File: src/rtl/fir_sample_writer_if.sv
// Handshake and FIFO-write bundle between the upstream sample stream, the
// writer block and the FIR input dcfifo (all clk2 domain).
interface fir_sample_writer_if #(
    parameter int DATA_W = 16
) ();
    logic              enable;
    logic [DATA_W-1:0] s_data;
    logic              s_valid;
    logic              s_ready;
    logic              flush_req;
    logic              full;
    logic              write;
    logic [DATA_W-1:0] input_data;
    logic              busy;
    logic              flush_done;
    logic [31:0]       sample_count;
    logic [15:0]       stall_count;

    modport master (
        output enable, s_data, s_valid, flush_req, full,
        input  s_ready, write, input_data, busy, flush_done, sample_count, stall_count
    );

    modport slave (
        input  enable, s_data, s_valid, flush_req, full,
        output s_ready, write, input_data, busy, flush_done, sample_count, stall_count
    );
endinterface

File: src/rtl/fir_sample_writer.sv
// Feeds the FIR input dcfifo from a valid/ready stream via a 2-entry skid
// buffer, and on request writes FLUSH_LEN zeros to clear the tap delay line.
module fir_sample_writer #(
    parameter int FLUSH_LEN = 64,
    parameter int DATA_W    = 16
) (
    input logic             clk2,
    input logic             reset,
    fir_sample_writer_if.slave bus
);
    localparam logic [1:0] ST_IDLE   = 2'd0;
    localparam logic [1:0] ST_STREAM = 2'd1;
    localparam logic [1:0] ST_DRAIN  = 2'd2;
    localparam logic [1:0] ST_FLUSH  = 2'd3;
    localparam logic [7:0] ZC_LOAD   = 8'(FLUSH_LEN);

    logic [1:0]               r_state;
    logic [1:0]               r_cnt;
    logic                     r_rd_ptr;
    logic                     r_wr_ptr;
    logic signed [DATA_W-1:0] r_mem [2];
    logic [7:0]               r_zc;
    logic                     r_flush_done;
    logic                     r_live;
    logic [31:0]              r_sample_count;
    logic [15:0]              r_stall_count;

    logic w_accept;
    logic w_drain_src;
    logic w_pend;
    logic w_write;
    logic w_pop;

    function automatic logic [15:0] sat_inc16(input logic [15:0] v);
        return (v == 16'hFFFF) ? v : v + 16'd1;
    endfunction

    // STREAM only forwards while enabled so the cycle that drops enable never writes.
    assign w_drain_src = ((r_state == ST_STREAM) && bus.enable) || (r_state == ST_DRAIN);
    assign w_pend      = (w_drain_src && (r_cnt != 2'd0)) || (r_state == ST_FLUSH);
    assign w_write     = w_pend && !bus.full;
    assign w_pop       = w_write && (r_state != ST_FLUSH);

    // r_live keeps s_ready low until the first edge after reset release.
    assign bus.s_ready = r_live && (r_cnt != 2'd2) &&
                         ((r_state == ST_IDLE) || (r_state == ST_STREAM));
    assign w_accept    = bus.s_valid && bus.s_ready;

    assign bus.write        = w_write;
    assign bus.input_data   = ((r_cnt != 2'd0) && (r_state != ST_FLUSH)) ? r_mem[r_rd_ptr] : '0;
    assign bus.busy         = (r_state == ST_DRAIN) || (r_state == ST_FLUSH);
    assign bus.flush_done   = r_flush_done;
    assign bus.sample_count = r_sample_count;
    assign bus.stall_count  = r_stall_count;

    always_ff @(posedge clk2) begin
        if (w_accept) begin
            r_mem[r_wr_ptr] <= bus.s_data;
        end
    end

    always_ff @(posedge clk2 or posedge reset) begin
        if (reset) begin
            r_state        <= ST_IDLE;
            r_cnt          <= 2'd0;
            r_rd_ptr       <= 1'b0;
            r_wr_ptr       <= 1'b0;
            r_zc           <= 8'd0;
            r_flush_done   <= 1'b0;
            r_live         <= 1'b0;
            r_sample_count <= 32'd0;
            r_stall_count  <= 16'd0;
        end else begin
            r_live       <= 1'b1;
            r_flush_done <= 1'b0;
            if (w_accept) begin
                r_wr_ptr <= ~r_wr_ptr;
            end
            if (w_pop) begin
                r_rd_ptr       <= ~r_rd_ptr;
                r_sample_count <= r_sample_count + 32'd1;
            end
            r_cnt <= r_cnt + 2'(w_accept) - 2'(w_pop);
            if (w_pend && bus.full) begin
                r_stall_count <= sat_inc16(r_stall_count);
            end

            case (r_state)
                ST_IDLE: begin
                    if (bus.flush_req) begin
                        r_state <= ST_DRAIN;
                    end else if (bus.enable) begin
                        r_state <= ST_STREAM;
                    end
                end
                ST_STREAM: begin
                    if (bus.flush_req) begin
                        r_state <= ST_DRAIN;
                    end else if (!bus.enable) begin
                        r_state <= ST_IDLE;
                    end
                end
                ST_DRAIN: begin
                    if (r_cnt == 2'd0) begin
                        r_state <= ST_FLUSH;
                        r_zc    <= ZC_LOAD;
                    end
                end
                default: begin
                    // Zero run only advances on an actual write, so full stalls lose nothing.
                    if (w_write) begin
                        r_zc <= r_zc - 8'd1;
                        if (r_zc == 8'd1) begin
                            r_flush_done <= 1'b1;
                            r_state      <= bus.enable ? ST_STREAM : ST_IDLE;
                        end
                    end
                end
            endcase
        end
    end
endmodule

File: src/flat_wrapper.sv
// flat-port wrapper written by rule: the top's interface ports become plain ports
module fir_sample_writer_flat 
#(
    parameter int FLUSH_LEN = 64,
    parameter int DATA_W    = 16
)
  (clk2, reset, bus_enable, bus_s_data, bus_s_valid, bus_flush_req, bus_full, bus_s_ready, bus_write, bus_input_data, bus_busy, bus_flush_done, bus_sample_count, bus_stall_count);
  fir_sample_writer_if #(.DATA_W(DATA_W)) bus_i ();
  input logic clk2;
  input logic reset;
  input wire logic [$bits(bus_i.enable)-1:0] bus_enable;
  input wire logic [$bits(bus_i.s_data)-1:0] bus_s_data;
  input wire logic [$bits(bus_i.s_valid)-1:0] bus_s_valid;
  input wire logic [$bits(bus_i.flush_req)-1:0] bus_flush_req;
  input wire logic [$bits(bus_i.full)-1:0] bus_full;
  output wire logic [$bits(bus_i.s_ready)-1:0] bus_s_ready;
  output wire logic [$bits(bus_i.write)-1:0] bus_write;
  output wire logic [$bits(bus_i.input_data)-1:0] bus_input_data;
  output wire logic [$bits(bus_i.busy)-1:0] bus_busy;
  output wire logic [$bits(bus_i.flush_done)-1:0] bus_flush_done;
  output wire logic [$bits(bus_i.sample_count)-1:0] bus_sample_count;
  output wire logic [$bits(bus_i.stall_count)-1:0] bus_stall_count;
  assign bus_i.enable = bus_enable;
  assign bus_i.s_data = bus_s_data;
  assign bus_i.s_valid = bus_s_valid;
  assign bus_i.flush_req = bus_flush_req;
  assign bus_i.full = bus_full;
  assign bus_s_ready = bus_i.s_ready;
  assign bus_write = bus_i.write;
  assign bus_input_data = bus_i.input_data;
  assign bus_busy = bus_i.busy;
  assign bus_flush_done = bus_i.flush_done;
  assign bus_sample_count = bus_i.sample_count;
  assign bus_stall_count = bus_i.stall_count;
  fir_sample_writer #(.FLUSH_LEN(FLUSH_LEN), .DATA_W(DATA_W)) u_core (.clk2(clk2), .reset(reset), .bus(bus_i));
endmodule
File: config.mk
export PLATFORM = sky130hd
export DESIGN_NAME = fir_sample_writer_flat
export DESIGN_NICKNAME = d
export VERILOG_FILES = /design/src/rtl/fir_sample_writer_if.sv /design/src/rtl/fir_sample_writer.sv /design/src/flat_wrapper.sv
export SDC_FILE = /design/constraint.sdc
export NUM_CORES = 1
export LEC_CHECK = 0
export CORE_ASPECT_RATIO = 0.7
export CORE_MARGIN = 5
export CORE_UTILIZATION = 48
export CTS_BUF_LIST = sky130_fd_sc_hd__clkbuf_8
export DETAILED_ROUTE_END_ITERATION = 12
export HOLD_SLACK_MARGIN = 0.15
export PLACE_DENSITY = 0.79
export SLEW_MARGIN = 0
export SYNTH_ARGS = -nofsm -noshare
export SYNTH_HDL_FRONTEND = slang
export SYNTH_SLANG_ARGS = --single-unit
File: constraint.sdc
create_clock -name clk2 -period 2.1 [get_ports clk2]
set_input_delay 0.21 -clock clk2 [delete_from_list [all_inputs] [get_ports clk2]]
set_output_delay 0.21 -clock clk2 [all_outputs]
set_load 0.05 [all_outputs]
==> impl_metrics.env <==
export IMPL_yosysSeqAreaShare_pct=58.5
export IMPL_io_pins=90
export IMPL_status="finished clean"
export IMPL_r2r_end="u_core.bus.stall_count[1]"
export IMPL_peakVddDrop_mv=0.436
export IMPL_grt_pass1_vias=3218
export IMPL_antenna_found_initial=0
export IMPL_path_max_fanout=5
export IMPL_synthFlopType="dfrtp_1"
export IMPL_synth_area_um2=4380
export IMPL_cts_tree="built"
export IMPL_grt_first_pass_wirelength_um=16500
export IMPL_period_needed_ns=1.99
export IMPL_dp_hpwl_um=7070
export IMPL_drv_slew=0
export IMPL_synth_edf_count=32
export IMPL_cp_start_kind="flop"
export IMPL_n_antenna_cell=0
export IMPL_synthTopCellsByArea="dfrtp_1 37%, edfxtp_1 22%, xnor2_1 8.0%"
export IMPL_clkLatencyLatePin_ns=0.35
export IMPL_grt_total_usage_pct=18.5
export IMPL_final_nets=493
export IMPL_skew_ns=0.0132
export IMPL_grt_overflow=0
export IMPL_dr_first_iter_drc_count=239
export IMPL_path_clk_slew_ns=0.09
export IMPL_finalSetupTns_ns=0
export IMPL_power_density_nw_per_um2=965
export IMPL_synth_async_reset_ratio_pct=66.7
export IMPL_cp_startpoint="u_core.bus.stall_count[0]"
export IMPL_die_w_um=124
export IMPL_synth_cells=364
export IMPL_avgViaCountPerCell=5.39
export IMPL_r2r_start="u_core.bus.stall_count[0]"
export IMPL_endpoint_kind="flop"
export IMPL_ys_seq_elements=96
export IMPL_clock_fmax_mhz=503
export IMPL_layout_drive_gt1_share_pct=11.7
export IMPL_postCtsSetupBuffers=0
export IMPL_drc=0
export IMPL_synth_top_cell_by_area="dfrtp_1"
export IMPL_area_delta_synth_final_pct=33.6
export IMPL_tightest_slew_ns=0.532
export IMPL_wl_um=9850
export IMPL_root_buffer="clkbuf_8"
export IMPL_synth_top_area_share_pct=36.6
export IMPL_final_common_cell="clkdlybuf4s50_1"
export IMPL_portBuffers=89
export IMPL_layout_common_cells="71 x clkdlybuf4s50_1, 63 x dfrtp_1, 40 x xnor2_1, 32 x edfxtp_1, 30 x nor2_1"
export IMPL_clk_path_buf_depth=2
export IMPL_globalplace_congestion=0.838
export IMPL_synth_area_per_cell_um2=12.0
export IMPL_relSlewSlack_pct=64.4
export IMPL_setup_viol=0
export IMPL_synth_cell_types=45
export IMPL_place_area_um2=5690
export IMPL_crit_arrival_ns=2.22
export IMPL_cts_inserted_buffers=9
export IMPL_finalHoldViolations=0
export IMPL_postLayoutCellArea_um2=5850
export IMPL_drv_cap=0
export IMPL_routedWlPerCell_um=16.6
export IMPL_route_vias_total=3201
export IMPL_detail_route_antenna_nets=0
export IMPL_p_leak_nw=2.40
export IMPL_cts_sinks=96
export IMPL_required_ns=2.34
export IMPL_grt_max_degree=65
export IMPL_rsz0062_at_grt="no"
export IMPL_fillerInstances=742
export IMPL_worst_r2r_cell_count=5
export IMPL_syn_nets=392
export IMPL_period_share_pct=94.6
export IMPL_cts_hold_buffers=0
export IMPL_start_util_pct=48.7
export IMPL_core_area_um2=9000
export IMPL_yosysWarnings=0
export IMPL_min_path_type="input port to asynchronous set/reset pin"
export IMPL_crit_type="flop to flop"
export IMPL_die_area_um2=11200
export IMPL_htree_levels=3
export IMPL_rows=29
export IMPL_drtPass1Iterations=4
export IMPL_die_y_um=89.9
export IMPL_reg2reg_slack_ns=0.11
cells by family after synthesis:
family                     share of synthesized area, %
AOI/OAI and AO/OA                                  6.20
xor gates and xnor gates                           10.8
adders and majority gates                          1.71
buffers and inverters                              2.51
DFF                                                58.5
muxes                                              4.17
other                                            0.0856
and+or+nand+nor                                    16.0
final cells by class:
type / count / area [µm²] / share of cell area [%]
inverter: 12 / 45.0 / 0.770
clock buffer: 9 / 124 / 2.12
clock inverter: 7 / 31.3 / 0.535
timing repair buffer: 105 / 1200 / 20.6
multi-input combinational: 241 / 1730 / 29.5
tap: 124 / 155 / 2.65
sequential: 96 / 2560 / 43.8
how the worst max path moves through the flow:
stage,to,slack (ns),cells after the start
floorplan,u_core.r_mem[1][0],0.02,3
global placement,u_core.r_cnt[1],0.11,8
detailed placement,u_core.r_cnt[1],0.06,8
CTS,bus_input_data[12],0.04,5
global route,bus_input_data[2],0.03,5
finish,u_core.bus.stall_count[1],0.11,5
cells in the mapped netlist (7+ instances only):
library cell	n
and3_1	9
xor2_1	14
nor4_1	8
nor2_1	31
nand4_1	20
buf_2	7
nand3_1	16
inv_1	12
nand2_1	13
edfxtp_1	32
mux2i_1	16
xnor2_1	40
dfrtp_1	64
o2111ai_1	8
clkbuf_1	7
state kept, by name, summed over array words and instances, names as in the netlist:
register / cells
u_core.bus.sample_count: 32
u_core.r_mem: 32
u_core.bus.stall_count: 16
u_core.r_zc: 8
u_core.r_cnt: 2
u_core.r_state: 2
u_core.bus.flush_done: 1
u_core.r_live: 1
u_core.r_rd_ptr: 1
u_core.r_wr_ptr: 1
power breakdown:
part,switching [mW],internal (mW),total (mW)
Combinational,1.25,0.912,2.17
Sequential,0.315,2.16,2.48
Clock,0.595,0.409,1.00
Total,2.16,3.48,5.65
layer usage:
layer  track usage (%)  up-vias  part of all wire (%)
li1                  -     1531                     -
met1              27.4     1597                    48
met2              27.9       64                    47
met3              4.77        9                   3.8
met4              3.46        0                  0.74
met5                 0        -                     0
critical path, stage by stage (launching register included):
cell     delay [ns]
dfrtp_1        0.43
ha_1           0.22
and4_1         0.28
nand3_1        0.11
o21ai_0        0.45
mux2_2         0.39
metrics by stage:
step,std cells,power (mW),hold WS (ns),utilization [%],worst slack [ns]
4_1_cts,594,5.70,0.235,65.0,0.0387
2_1_floorplan,364,3.84,0.299,-,0.0228
6_report,594,5.65,0.237,65.0,0.113
5_1_grt,594,5.94,0.264,65.0,0.0253
3_3_place_gp,578,4.62,0.459,63.3,0.106
3_5_place_dp,578,4.69,0.463,63.3,0.0565
what timing repair did:
action	CTS	global route
endpoints found under the hold margin	0	0
setup endpoints to repair	0	15
resized for setup	0	1
No activity file was read; power rests on OpenSTA's default activity.
